**src/rtl/core_pkg.sv**
```systemverilog
// Shared RV64I core definitions: memory opcodes, funct3 encodings, LSU state encoding.
// No logic; alignment helper is purely combinational.
// No flow control.
package core_pkg;

    localparam logic [6:0] OP_LOAD  = 7'b0000011;
    localparam logic [6:0] OP_STORE = 7'b0100011;

    localparam logic [2:0] F3_LB  = 3'd0;
    localparam logic [2:0] F3_LH  = 3'd1;
    localparam logic [2:0] F3_LW  = 3'd2;
    localparam logic [2:0] F3_LD  = 3'd3;
    localparam logic [2:0] F3_LBU = 3'd4;
    localparam logic [2:0] F3_LHU = 3'd5;
    localparam logic [2:0] F3_LWU = 3'd6;

    localparam logic [2:0] F3_SB = 3'd0;
    localparam logic [2:0] F3_SH = 3'd1;
    localparam logic [2:0] F3_SW = 3'd2;
    localparam logic [2:0] F3_SD = 3'd3;

    typedef enum logic [1:0] {
        IDLE,
        ACCESS,
        RESP,
        DONE
    } lsu_state_t;

    // funct3[1:0] encodes log2(access bytes) for both loads and stores.
    function automatic logic is_misaligned(input logic [1:0] size, input logic [2:0] offset);
        case (size)
            2'd0:    is_misaligned = 1'b0;
            2'd1:    is_misaligned = offset[0];
            2'd2:    is_misaligned = |offset[1:0];
            default: is_misaligned = |offset;
        endcase
    endfunction

endpackage

```
**src/rtl/lsu_align.sv**
```systemverilog
// Byte-lane placement for stores and lane extraction plus sign/zero extension for loads.
// Combinational, zero latency.
// No flow control.
module lsu_align
    import core_pkg::*;
#(
    parameter int XLEN = 64
) (
    input  logic [2:0]      funct3,
    input  logic [2:0]      offset,
    input  logic [XLEN-1:0] store_data,
    input  logic [XLEN-1:0] rdata,
    output logic [7:0]      wstrb,
    output logic [XLEN-1:0] wdata,
    output logic [XLEN-1:0] load_ext
);

    logic [7:0]      size_mask;
    logic [XLEN-1:0] shifted;

    always_comb begin
        size_mask = 8'hFF;
        case (funct3[1:0])
            F3_SB[1:0]: size_mask = 8'h01;
            F3_SH[1:0]: size_mask = 8'h03;
            F3_SW[1:0]: size_mask = 8'h0F;
            default:    size_mask = 8'hFF;
        endcase
        wstrb = size_mask << offset;
        wdata = store_data << {offset, 3'b000};
    end

    always_comb begin
        shifted  = rdata >> {offset, 3'b000};
        load_ext = shifted;
        case (funct3)
            F3_LB:   load_ext = {{(XLEN-8){shifted[7]}}, shifted[7:0]};
            F3_LH:   load_ext = {{(XLEN-16){shifted[15]}}, shifted[15:0]};
            F3_LW:   load_ext = {{(XLEN-32){shifted[31]}}, shifted[31:0]};
            F3_LD:   load_ext = shifted;
            F3_LBU:  load_ext = {{(XLEN-8){1'b0}}, shifted[7:0]};
            F3_LHU:  load_ext = {{(XLEN-16){1'b0}}, shifted[15:0]};
            F3_LWU:  load_ext = {{(XLEN-32){1'b0}}, shifted[31:0]};
            default: load_ext = shifted;
        endcase
    end

endmodule

```
**src/rtl/load_store_unit.sv**
```systemverilog
// RV64I load/store stage: single-outstanding request/ready access to the data bus.
// Latency: done 3 cycles after start with immediate mem_ready, 1 cycle for faults/non-memory ops.
// Backpressure: mem_req held with stable address/data until mem_ready or MAX_WAIT timeout; start ignored while busy.
module load_store_unit
    import core_pkg::*;
#(
    parameter int unsigned MAX_WAIT = 0,
    parameter int          XLEN     = 64
) (
    input  logic            clk,
    input  logic            rst_n,
    input  logic            start,
    input  logic [31:0]     instruction,
    input  logic [XLEN-1:0] addr,
    input  logic [XLEN-1:0] store_data,
    output logic            busy,
    output logic            done,
    output logic [XLEN-1:0] load_data,
    output logic            misaligned,
    output logic            illegal,
    output logic            bus_err,
    output logic            mem_req,
    output logic            mem_we,
    output logic [XLEN-1:0] mem_addr,
    output logic [7:0]      mem_wstrb,
    output logic [XLEN-1:0] mem_wdata,
    input  logic            mem_ready,
    input  logic [XLEN-1:0] mem_rdata
);

    lsu_state_t state_q, state_d;

    logic [31:0]     wait_cnt;
    logic [6:0]      op_q;
    logic [2:0]      f3_q;
    logic [XLEN-1:0] addr_q;
    logic [XLEN-1:0] sdata_q;
    logic [XLEN-1:0] rdata_q;

    logic [6:0] in_op;
    logic [2:0] in_f3;
    logic       in_load, in_store, in_illegal, in_misal, go_access;
    logic       load_q, store_q, in_access, timeout_hit;

    logic [7:0]      align_wstrb;
    logic [XLEN-1:0] align_wdata;
    logic [XLEN-1:0] align_load;

    // Only opcode and funct3 matter here.
    logic unused_instr_bits;
    assign unused_instr_bits = ^{instruction[31:15], instruction[11:7]};

    assign in_op      = instruction[6:0];
    assign in_f3      = instruction[14:12];
    assign in_load    = (in_op == OP_LOAD);
    assign in_store   = (in_op == OP_STORE);
    assign in_illegal = (in_load && in_f3 == 3'd7) || (in_store && in_f3 > F3_SD);
    assign in_misal   = (in_load || in_store) && is_misaligned(in_f3[1:0], addr[2:0]);
    assign go_access  = (in_load || in_store) && !in_illegal && !in_misal;

    assign load_q      = (op_q == OP_LOAD);
    assign store_q     = (op_q == OP_STORE);
    assign in_access   = (state_q == ACCESS);
    // MAX_WAIT==0 disables the timeout entirely.
    assign timeout_hit = (MAX_WAIT != 0) && (wait_cnt == 32'(MAX_WAIT - 1));

    lsu_align #(.XLEN(XLEN)) u_align (
        .funct3     (f3_q),
        .offset     (addr_q[2:0]),
        .store_data (sdata_q),
        .rdata      (rdata_q),
        .wstrb      (align_wstrb),
        .wdata      (align_wdata),
        .load_ext   (align_load)
    );

    always_ff @(posedge clk or negedge rst_n) begin
        if (!rst_n) state_q <= IDLE;
        else        state_q <= state_d;
    end

    always_comb begin
        state_d = state_q;
        case (state_q)
            IDLE:    if (start) state_d = go_access ? ACCESS : DONE;
            ACCESS: begin
                if (mem_ready)        state_d = RESP;
                else if (timeout_hit) state_d = DONE;
            end
            RESP:    state_d = DONE;
            DONE:    state_d = IDLE;
            default: state_d = IDLE;
        endcase
    end

    always_ff @(posedge clk or negedge rst_n) begin
        if (!rst_n) begin
            wait_cnt   <= '0;
            op_q       <= '0;
            f3_q       <= '0;
            addr_q     <= '0;
            sdata_q    <= '0;
            rdata_q    <= '0;
            load_data  <= '0;
            misaligned <= 1'b0;
            illegal    <= 1'b0;
            bus_err    <= 1'b0;
        end else begin
            case (state_q)
                IDLE: if (start) begin
                    op_q       <= in_op;
                    f3_q       <= in_f3;
                    addr_q     <= addr;
                    sdata_q    <= store_data;
                    misaligned <= in_misal;
                    illegal    <= in_illegal;
                    bus_err    <= 1'b0;
                    wait_cnt   <= '0;
                end
                ACCESS: begin
                    if (mem_ready) begin
                        if (load_q) rdata_q <= mem_rdata;
                    end else begin
                        wait_cnt <= wait_cnt + 32'd1;
                        if (timeout_hit) bus_err <= 1'b1;
                    end
                end
                RESP: if (load_q) load_data <= align_load;
                default: ;
            endcase
        end
    end

    assign busy      = (state_q != IDLE);
    assign done      = (state_q == DONE);
    assign mem_req   = in_access;
    assign mem_we    = in_access && store_q;
    assign mem_addr  = in_access ? {addr_q[XLEN-1:3], 3'b000} : '0;
    assign mem_wstrb = (in_access && store_q) ? align_wstrb : '0;
    assign mem_wdata = (in_access && store_q) ? align_wdata : '0;

endmodule

```
**config.mk**
```make
export PLATFORM = sky130hd
export DESIGN_NAME = load_store_unit
export DESIGN_NICKNAME = d
export VERILOG_FILES = /design/src/rtl/core_pkg.sv /design/src/rtl/lsu_align.sv /design/src/rtl/load_store_unit.sv
export SDC_FILE = /design/constraint.sdc
export NUM_CORES = 1
export LEC_CHECK = 0
export CORE_MARGIN = 1.5
export CORE_UTILIZATION = 43
export DETAILED_ROUTE_END_ITERATION = 16
export PLACE_DENSITY = 0.77
export SYNTH_ARGS = -nofsm -noshare
export SYNTH_HDL_FRONTEND = slang
export SYNTH_SLANG_ARGS = --single-unit
```
**constraint.sdc**
```tcl
create_clock -name clk -period 1.9 [get_ports clk]
set_input_delay 0.285 -clock clk [delete_from_list [all_inputs] [get_ports clk]]
set_output_delay 0.285 -clock clk [all_outputs]
set_load 0.005 [all_outputs]
```
==> results.py, run 1 <==
metrics = {
    "routing": {
        "drt_drc_violations_left": 0,
        "ant_nets": 0,
        "finalWirelength_microns": 65700,
        "drt-initial-drc-count": 1508,
        "drt-wirelength-per-cell_microns": 27.2,
        "via_per_inst": 5.97,
        "drt_pre_antenna_iters": 6,
        "vias_after_detailed_routing": 14400,
    },
    "finish": {
        "most_frequent_cells_in_the_layout": "sky130_fd_sc_hd__clkdlybuf4s50_1 (270), sky130_fd_sc_hd__dfrtp_1 (267), sky130_fd_sc_hd__buf_4 (161)",
        "multi_input_area_sq_um": 8880,
        "filler_cell_count": 2018,
        "final_common_cell": "sky130_fd_sc_hd__clkdlybuf4s50_1",
        "postLayoutCellArea_sq_um": 24900,
        "layout.area.seq_sq_um": 6770,
        "final_layout_size_suffix_gt1_share_pct": 51.7,
        "fin_nets": 2173,
        "flow.area_growth_from_synthesis_pct": 72.0,
    },
    "pwr": {
        "total_leakage_power_nw": 11.1,
        "ir_drop_mv": 0.980,
        "powerDensity_nw_per_um2": 1670,
        "design_power_total_mw": 41.6,
    },
    "clocking": {
        "worst_skew_pair.late_latency_ns": 0.56,
        "cts_max_path_buffers": 3,
        "clkSinkCount": 270,
        "cts_htree_levels": 1,
        "tritoncts.num_buffers": 29,
        "clockRootBuffer": "sky130_fd_sc_hd__clkbuf_16",
        "tritoncts": "yes",
        "clk_pin_slew_worst_paths_ns": 0.06,
    },
    "floorplan": {
        "num_rows": 67,
        "pin_count": 435,
        "dieHeight_microns": 187,
        "die-area_sq_um": 34800,
        "coreArea_sq_um": 33400,
        "initial_core_util_pct": 43.5,
        "chipWidth_microns": 187,
    },
    "global_routing": {
        "grt_start_max_net_pins": 68,
        "gr-usage-all-layers_pct": 31.3,
        "antenna_found_initial": 7,
        "via_count_of_the_first_global_routing_pass": 14000,
        "overflow": 0,
        "grt_pass1_wl_microns": 84100,
    },
    "worst_setup_path": {
        "timing.reg2reg.setup_slack_ns": -0.52,
        "cp_cell_sequence": "nor4_4 -> nand3_2 -> nor3_4 -> buf_12 -> buf_12 -> buf_8 -> and3_1 -> clkdlybuf4s15_2",
        "timing_worst_setup_path_type": "reg -> out",
        "critPathLaunchType": "register",
        "worstReg2RegStart": "addr_q[0]",
        "regToRegEndpoint": "load_data[49]",
        "worstPathRequired_ns": 1.62,
        "cp_data_arrival_time_ns": 2.50,
        "critical_path_buf_inv_count": 4,
        "path_max_fanout": 5,
        "slowest_delay_ns": 0.41,
        "crit_top_cell": "sky130_fd_sc_hd__buf_12",
        "timing.reg2reg.worst_path_depth": 10,
        "worstSetupEndpointType": "primary output",
        "delay_heaviest_family_cp": "simple AND/OR/NAND/NOR gates",
        "cp_slowest_cell": "sky130_fd_sc_hd__dfrtp_1",
    },
    "timing": {
        "slew_viol_final": 0,
        "final.min_clock_period_ns": 2.78,
        "unrepaired_setup_endpoints_after_global_routing": "true",
        "max_slew_margin_pct": 64.8,
        "worst_pin_slew_ns": 0.513,
        "finalSetupTns_ns": -127.81,
        "setup_viol": 264,
        "maxClockFrequency_mhz": 359,
        "timing_hold_violations_final": 0,
        "setup_ws_ns": -0.883,
        "final_min_period_over_clock_period_pct": 146,
        "skew_ns": 0.0165,
    },
    "outcome": {
        "outcome": "finished with violations",
        "failing_checks": "negative setup slack",
    },
    "yosys": {
        "avgSynthCellArea_sq_um": 11.2,
        "yosysWarningCount": 0,
        "post_synth_inst_count": 1292,
        "proportion_of_synthesized_chip_area_in_sequential_cells_pct": 46.6,
        "syn_area_sq_um": 14500,
        "number_of_enable_type_register_cells_in_the_synthesized_netlist": 0,
        "fraction_of_registers_with_async_set_reset_pct": 100,
        "flip_flop_and_latch_count_after_synthesis": 270,
        "synth-main-ff-cell": "sky130_fd_sc_hd__dfrtp_1",
        "netlist-cell-type-count": 55,
    },
    "hold_path": {
        "worstHoldPathType": "in -> async",
    },
    "job": {
        "cap_viol_max_count": 0,
    },
    "placement": {
        "gp_routability_congestion": 0.933,
        "hpwl_microns": 37900,
        "placement.cell_area_sq_um": 20300,
        "buffer_ports.inserted": 408,
    },
}
report_power, final:
| group | leakage, nW | total [mW] | switching, mW | internal, mW |
|---|---|---|---|---|
| clock | 0.494 | 6.10 | 2.47 | 3.63 |
| combinational | 7.16 | 24.8 | 11.5 | 13.3 |
| sequential | 3.44 | 10.7 | 2.53 | 8.13 |
sequential cells by signal, summed over array words and instances (netlist names):
signal	flops
op_q	7
sdata_q	64
state_q	2
load_data	64
misaligned	1
rdata_q	64
illegal	1
addr_q	64
f3_q	3
kinds of logic (layout without fill, tap and decap cells):
logic type | after synthesis | in the layout | share of synthesized area (%)
simple gates | 386 | 387 | 12.9
mux | 327 | 327 | 26.9
fa+ha+maj | 5 | 5 | 0.431
other cells | 1 | 11 | 0.0259
buf+inv | 117 | 783 | 4.00
flops | 270 | 270 | 46.6
compound gates | 186 | 186 | 9.19
layer usage:
metal,wire length (microns),vias to the layer above,global-route usage [%]
met5,13,-,0
met4,4030,2,13.4
met3,6220,293,7.56
met2,32700,1062,54.6
met1,22700,7172,36.6
li1,-,5908,-
layout make-up:
type / count / area share, %
clock buffer: 37 / 3.19
sequential: 270 / 27.1
clock inverter: 16 / 0.868
antenna: 7 / 0.0702
tap: 448 / 2.25
timing repair buffer: 718 / 30.7
inverter: 12 / 0.226
multi-input combinational: 909 / 35.6
through the flow:
step	utilization, %	setup WS [ns]	instances	hold WS [ns]
after global routing	74.8	-0.949	2416	0.307
after global placement	60.7	-0.642	2222	0.255
final	74.8	-0.883	2417	0.262
after floorplan	-	-0.0573	1295	-0.0106
after detailed placement	60.7	-0.685	2222	0.253
after CTS	69.1	-0.809	2362	0.273
cells in the mapped netlist (all sizes together) (2+ instances only):
library cell,number,area (sq um)
dfrtp,270,6760
mux2,221,2490
nor2,140,528
nand2,86,323
and2,78,488
mux2i,78,781
buf,59,363
a21oi,54,270
a31oi,48,425
clkbuf,46,173
mux4,28,631
o21ai,24,120
nand3,20,100
a211oi,19,168
nor2b,19,119
and3,15,93.8
inv,11,41.3
o22ai,11,75.1
nand2b,10,70.1
o22a,9,78.8
o32a,9,90.1
ha,5,62.6
nor3,5,25.0
nor4,4,31.3
a2111oi,2,23.8
a21o,2,15.0
a22oi,2,15.0
nor3b,2,31.3
or2,2,12.5
or3,2,12.5
worst max-delay path by stage:
stage / startpoint / to / depth (start not counted)
floorplan: state_q[0] / addr_q[18] / 6
global placement: op_q[3] / mem_wstrb[5] / 6
detailed placement: op_q[3] / mem_wstrb[5] / 6
CTS: op_q[6] / mem_wdata[0] / 8
global route: op_q[3] / mem_wdata[6] / 8
finish: op_q[3] / mem_wdata[6] / 8
what timing repair did:
| item | CTS | global route |
|---|---|---|
| pin swaps | 64 | 60 |
| hold buffers | 1 | 0 |
| resized for setup | 796 | 374 |
| setup endpoints to repair | 265 | 266 |
| cloned | 15 | 25 |
| setup buffers | 72 | 39 |
| endpoints found under the hold margin | 50 | 0 |
No activity file was read; power rests on OpenSTA's default activity.
==> run 2: changes to the inputs <==
--- a/config.mk
+++ b/config.mk
@@ -6,9 +6,10 @@
 export NUM_CORES = 1
 export LEC_CHECK = 0
 export CORE_MARGIN = 1.5
-export CORE_UTILIZATION = 43
+export CORE_UTILIZATION = 48
 export DETAILED_ROUTE_END_ITERATION = 16
-export PLACE_DENSITY = 0.77
+export HOLD_SLACK_MARGIN = 0.05
+export PLACE_DENSITY = 0.81
 export SYNTH_ARGS = -nofsm -noshare
 export SYNTH_HDL_FRONTEND = slang
 export SYNTH_SLANG_ARGS = --single-unit
==> constraint.sdc (replaced) <==
create_clock -name clk -period 3.02 [get_ports clk]
set_input_delay 0.453 -clock clk [delete_from_list [all_inputs] [get_ports clk]]
set_output_delay 0.453 -clock clk [all_outputs]
set_load 0.005 [all_outputs]
==> results.py, run 2 (same netlist as run 1, synthesis figures left out) <==
metrics = {
    "floorplan": {
        "die-area_sq_um": 31300,
        "num_rows": 63,
        "dieHeight_microns": 177,
        "chipWidth_microns": 177,
        "coreArea_sq_um": 29700,
        "pin_count": 435,
        "initial_core_util_pct": 48.8,
    },
    "worst_setup_path": {
        "timing.reg2reg.worst_path_depth": 9,
        "cp_data_arrival_time_ns": 2.61,
        "timing_worst_setup_path_type": "reg -> out",
        "worstSetupEndpointType": "primary output",
        "path_max_fanout": 8,
        "critPathLaunchType": "register",
        "regToRegEndpoint": "load_data[47]",
        "setup.worst_path.start": "op_q[3]",
        "worstPathRequired_ns": 2.57,
        "timing.reg2reg.setup_slack_ns": 0.25,
        "worstReg2RegStart": "addr_q[0]",
    },
    "timing": {
        "max_slew_margin_pct": 46.8,
        "setup_ws_ns": -0.0430,
        "setup_viol": 3,
        "maxClockFrequency_mhz": 326,
        "timing_hold_violations_final": 0,
        "finalSetupTns_ns": -0.0656,
        "worst_pin_slew_ns": 0.798,
        "unrepaired_setup_endpoints_after_global_routing": "true",
        "slew_viol_final": 0,
        "final_min_period_over_clock_period_pct": 101,
        "skew_ns": 0.0212,
        "final.min_clock_period_ns": 3.06,
    },
    "routing": {
        "drt-wirelength-per-cell_microns": 23.2,
        "drt_pre_antenna_iters": 5,
        "drt-initial-drc-count": 989,
        "ant_nets": 0,
        "drt_drc_violations_left": 0,
        "finalWirelength_microns": 49300,
        "via_per_inst": 5.78,
        "vias_after_detailed_routing": 12300,
    },
    "global_routing": {
        "overflow": 0,
        "via_count_of_the_first_global_routing_pass": 12700,
        "grt_pass1_wl_microns": 73800,
        "antenna_found_initial": 5,
        "gr-usage-all-layers_pct": 31.0,
        "grt_start_max_net_pins": 98,
    },
    "pwr": {
        "total_leakage_power_nw": 9.40,
        "ir_drop_mv": 0.545,
        "p_int_mw": 12.5,
        "switching_share_pct": 37.8,
        "pwr-share-seq_pct": 32.4,
        "powerDensity_nw_per_um2": 971,
        "clock_power_share_pct": 19.5,
        "net-switching-power_mw": 7.61,
        "proportion_of_power_drawn_by_combinational_gates_pct": 48.2,
    },
    "finish": {
        "filler_cell_count": 2075,
        "flow.area_growth_from_synthesis_pct": 42.8,
        "final_common_cell": "sky130_fd_sc_hd__clkdlybuf4s50_1",
        "fin_nets": 1938,
        "final_layout_size_suffix_gt1_share_pct": 27.0,
        "most_frequent_cells_in_the_layout": "sky130_fd_sc_hd__clkdlybuf4s50_1 (334), sky130_fd_sc_hd__dfrtp_1 (267), sky130_fd_sc_hd__mux2_2 (220)",
    },
    "clocking": {
        "clk_pin_slew_worst_paths_ns": 0.06,
        "cts_htree_levels": 1,
        "tritoncts.num_buffers": 29,
        "tritoncts": "yes",
        "worst_skew_pair.late_latency_ns": 0.56,
        "cts_max_path_buffers": 3,
        "clockRootBuffer": "sky130_fd_sc_hd__clkbuf_16",
        "clkSinkCount": 270,
    },
    "outcome": {
        "failing_checks": "negative setup slack",
        "outcome": "finished with violations",
    },
    "placement": {
        "dpl_worst_slack_ns": 0.0895,
        "buffer_ports.inserted": 408,
        "hpwl_microns": 35300,
        "gp_routability_congestion": 0.919,
    },
    "job": {
        "cap_viol_max_count": 0,
    },
    "hold_path": {
        "min_to": "f3_q[2]",
        "min_from": "instruction[14]",
        "worstHoldPathType": "in -> reg",
        "hold_path_depth": 3,
    },
}
## run 2: changes by cell type in the layout (fill, tap and decap cells not counted), sizes merged, moves of 2 or more
cell / previous run / this run
clkinvlp: 4 / 6
dlymetal6s2s: 0 / 18
diode: 7 / 4
clkdlybuf4s50: 270 / 334
inv: 12 / 14
clkbuf: 71 / 52
dlygate4sd2: 0 / 39
buf: 410 / 72
## run 2: area by class of cell
cell class | count | area (sq um) | area share (%)
clock inverters | 20 | 278 | 1.34
inverters | 12 | 53.8 | 0.260
flip-flops and latches | 270 | 6770 | 32.7
diodes | 4 | 10.0 | 0.0483
clock buffers | 34 | 774 | 3.74
well taps | 390 | 488 | 2.36
repair buffers | 484 | 4910 | 23.7
multi-input cells | 908 | 7420 | 35.8
## run 2: layer usage
layer  wire, microns  global-route usage [%]  share of wire, %  vias up
met5              29                       0             0.059        -
met1           18300                    37.4                37     6123
met2           24900                    54.5                50      601
met3            4010                    6.64               8.1      125
met4            2070                    11.3               4.2        4
li1                -                       -                 -     5403
## run 2: what timing repair did
item / 4_1_cts / 5_1_grt
setup endpoints to repair: 76 / 31
resized for setup: 106 / 62
gates cloned: 3 / 2
endpoints found under the hold margin: 91 / 0
pin swaps: 6 / 3
setup buffers: 14 / 11
hold buffers: 1 / 0
## run 2: worst max-delay path by stage
stage	endpoint	depth (start not counted)
global placement	mem_wstrb[1]	8
CTS	mem_wstrb[5]	7
global route	mem_wdata[36]	9
detailed placement	mem_wdata[35]	7
floorplan	mem_wdata[5]	7
finish	mem_wdata[36]	9
## run 2: worst max-delay path: stages, from the launching register on
cell,delay (ns)
sky130_fd_sc_hd__dfrtp_1,0.41
sky130_fd_sc_hd__nor4_4,0.34
sky130_fd_sc_hd__buf_4,0.17
sky130_fd_sc_hd__and3_4,0.19
sky130_fd_sc_hd__nand3_4,0.16
sky130_fd_sc_hd__inv_4,0.12
sky130_fd_sc_hd__buf_4,0.13
sky130_fd_sc_hd__o21ai_4,0.12
sky130_fd_sc_hd__a21oi_2,0.13
sky130_fd_sc_hd__dlygate4sd2_1,0.27
## run 2: power by group through the flow
stage | combinational, mW | clock (mW) | sequential, mW
5_1_grt | 10.3 | 4.11 | 6.65
6_report | 9.68 | 3.92 | 6.51
4_1_cts | 9.48 | 3.95 | 6.43
2_1_floorplan | 5.84 | 0 | 5.86
3_3_place_gp | 8.74 | 0 | 6.39
3_5_place_dp | 8.90 | 0 | 6.48
## run 2: metrics by stage
step                      instance area (sq um)  hold slack [ns]  utilization [%]  std cells  power, mW
after floorplan                           14500            0.157                -       1295       11.7
after global placement                    19100            0.469             64.2       2034       15.1
after detailed placement                  19100            0.486             64.2       2034       15.4
after CTS                                 20500            0.486             69.1       2106       19.9
after global routing                      20700            0.491             69.6       2120       21.1
final                                     20700            0.498             69.7       2122       20.1
==> run 3: changes to the inputs <==
--- a/config.mk
+++ b/config.mk
@@ -6,10 +6,10 @@
 export NUM_CORES = 1
 export LEC_CHECK = 0
 export CORE_MARGIN = 1.5
-export CORE_UTILIZATION = 48
+export CORE_UTILIZATION = 52
 export DETAILED_ROUTE_END_ITERATION = 16
 export HOLD_SLACK_MARGIN = 0.05
-export PLACE_DENSITY = 0.81
+export PLACE_DENSITY = 0.87
 export SYNTH_ARGS = -nofsm -noshare
 export SYNTH_HDL_FRONTEND = slang
 export SYNTH_SLANG_ARGS = --single-unit
==> constraint.sdc (replaced) <==
create_clock -name clk -period 3.8 [get_ports clk]
set_input_delay 0.57 -clock clk [delete_from_list [all_inputs] [get_ports clk]]
set_output_delay 0.57 -clock clk [all_outputs]
set_load 0.005 [all_outputs]
==> results.py, run 3 (same netlist as run 1, synthesis figures left out) <==
metrics = {
    "floorplan": {
        "pin_count": 435,
        "coreArea_sq_um": 27200,
        "die-area_sq_um": 28900,
        "chipWidth_microns": 170,
        "num_rows": 60,
        "dieHeight_microns": 170,
        "initial_core_util_pct": 53.4,
    },
    "global_routing": {
        "grt_pass1_wl_microns": 68800,
        "overflow": 0,
        "grt_start_max_net_pins": 99,
        "gr-usage-all-layers_pct": 31.3,
        "via_count_of_the_first_global_routing_pass": 12200,
        "antenna_found_initial": 11,
    },
    "worst_setup_path": {
        "critPathLaunchType": "register",
        "cp_data_arrival_time_ns": 3.07,
        "slowest_delay_ns": 0.57,
        "timing.reg2reg.worst_path_depth": 7,
        "worstPathRequired_ns": 3.23,
        "cp_cell_sequence": "buf_4 -> o21ai_0 -> a2111oi_0 -> buf_4 -> clkdlybuf4s50_1",
        "timing.reg2reg.setup_slack_ns": 0.85,
        "crit_top_cell": "sky130_fd_sc_hd__buf_4",
        "regToRegEndpoint": "load_data[51]",
        "worstSetupEndpointType": "primary output",
        "delay_heaviest_family_cp": "buffers and inverters",
        "timing_worst_setup_path_type": "reg -> out",
        "cp_slowest_cell": "sky130_fd_sc_hd__dfrtp_4",
        "worstReg2RegStart": "addr_q[0]",
        "critical_path_buf_inv_count": 3,
        "path_max_fanout": 58,
    },
    "finish": {
        "most_frequent_cells_in_the_layout": "sky130_fd_sc_hd__clkdlybuf4s50_1 (407), sky130_fd_sc_hd__dfrtp_1 (267), sky130_fd_sc_hd__mux2_2 (220)",
        "final_common_cell": "sky130_fd_sc_hd__clkdlybuf4s50_1",
        "flow.area_growth_from_synthesis_pct": 37.0,
        "filler_cell_count": 1845,
        "finalCoreUtilization_pct": 73.1,
        "postLayoutCellArea_sq_um": 19900,
        "final_layout_size_suffix_gt1_share_pct": 21.6,
        "fin_nets": 1890,
    },
    "clocking": {
        "tritoncts.num_buffers": 30,
        "cts_htree_levels": 1,
        "cts_max_path_buffers": 3,
        "cts-hold-fix-buffers": 0,
        "clk_pin_slew_worst_paths_ns": 0.06,
        "tritoncts": "yes",
        "worst_skew_pair.late_latency_ns": 0.55,
        "clockRootBuffer": "sky130_fd_sc_hd__clkbuf_16",
        "clkSinkCount": 270,
    },
    "timing": {
        "finalSetupTns_ns": 0,
        "worst_pin_slew_ns": 0.877,
        "setup_viol": 0,
        "setup_ws_ns": 0.163,
        "slew_viol_final": 0,
        "max_slew_margin_pct": 41.0,
        "timing_hold_violations_final": 0,
        "final_min_period_over_clock_period_pct": 95.7,
        "final.min_clock_period_ns": 3.64,
        "unrepaired_setup_endpoints_after_global_routing": "false",
        "maxClockFrequency_mhz": 275,
        "skew_ns": 0.00800,
    },
    "placement": {
        "placement.cell_area_sq_um": 18800,
        "buffer_ports.inserted": 408,
        "dpl_worst_slack_ns": 0.600,
        "gp_routability_congestion": 0.917,
        "hpwl_microns": 33200,
    },
    "routing": {
        "drt-wirelength-per-cell_microns": 22.3,
        "ant_nets": 0,
        "finalWirelength_microns": 45900,
        "drt_drc_violations_left": 0,
        "drt-initial-drc-count": 1055,
        "via_per_inst": 5.80,
        "vias_after_detailed_routing": 12000,
        "drt_pre_antenna_iters": 6,
    },
    "pwr": {
        "total_leakage_power_nw": 8.48,
        "powerDensity_nw_per_um2": 748,
        "ir_drop_mv": 0.470,
    },
    "hold_path": {
        "worstHoldPathType": "in -> async",
    },
    "job": {
        "cap_viol_max_count": 0,
    },
    "outcome": {
        "outcome": "finished clean",
    },
}
-- run 3: changes by cell type in the layout (fill, tap and decap cells not counted), moves of 10 or more --
cell	delta
sky130_fd_sc_hd__a21oi_1	+10
sky130_fd_sc_hd__clkbuf_2	-15
sky130_fd_sc_hd__a21oi_2	-10
sky130_fd_sc_hd__dlygate4sd2_1	-39
sky130_fd_sc_hd__clkdlybuf4s50_1	+73
sky130_fd_sc_hd__dlymetal6s2s_1	-18
sky130_fd_sc_hd__buf_4	-28
-- run 3: worst max-delay path by stage --
stage	start	to	slack, ns	cells past startpoint
after floorplan	state_q[1]	mem_wdata[5]	1.47	7
after global placement	addr_q[0]	load_data[63]	0.67	7
after detailed placement	addr_q[0]	load_data[51]	0.60	7
after CTS	addr_q[0]	mem_wdata[57]	0.05	5
after global routing	addr_q[1]	mem_wstrb[5]	0.04	5
final	addr_q[1]	mem_wstrb[5]	0.16	5
-- run 3: cell type report --
type | count | area, sq um | area share, %
antenna | 10 | 25.0 | 0.126
clock buffer | 42 | 867 | 4.36
clock inverter | 12 | 124 | 0.623
inverter | 12 | 45.0 | 0.227
multi-input combinational | 908 | 7200 | 36.2
sequential | 270 | 6770 | 34.0
tap | 372 | 465 | 2.34
timing repair buffer | 435 | 4380 | 22.0
-- run 3: per-stage QoR --
stage / total power [mW] / cells / hold slack [ns]
finish: 14.9 / 2061 / 0.0547
floorplan: 9.30 / 1295 / 0.274
detailed placement: 11.8 / 1996 / 0.484
global route: 15.7 / 2061 / 0.112
global placement: 11.6 / 1996 / 0.463
CTS: 14.8 / 2050 / 0.0803
-- run 3: worst register-to-register path: cells and delay by family, from the launching register on --
family / cells / cell delay (ns)
AO/OA/AOI/OAI: 3 / 0.61
multiplexers: 1 / 0.41
flip-flops: 1 / 0.84
buffers and inverters: 2 / 0.86
AND/OR/NAND/NOR: 1 / 0.10
-- run 3: where the power goes --
group / internal (mW) / switching (mW)
combinational: 3.57 / 3.15
clock: 1.72 / 1.18
sequential: 4.06 / 1.17
-- run 3: timing repair --
item                                   CTS  global route
setup endpoints to repair                0            17
resized for setup                        0             1
endpoints found under the hold margin    0             0
buffers inserted                         0             1
-- run 3: per-layer routing --
metal  track usage [%]  part of all wire (%)
met1              37.3                    36
met2              53.8                    50
met3              7.14                   8.7
met4              14.9                   4.8
met5                 0                 0.028
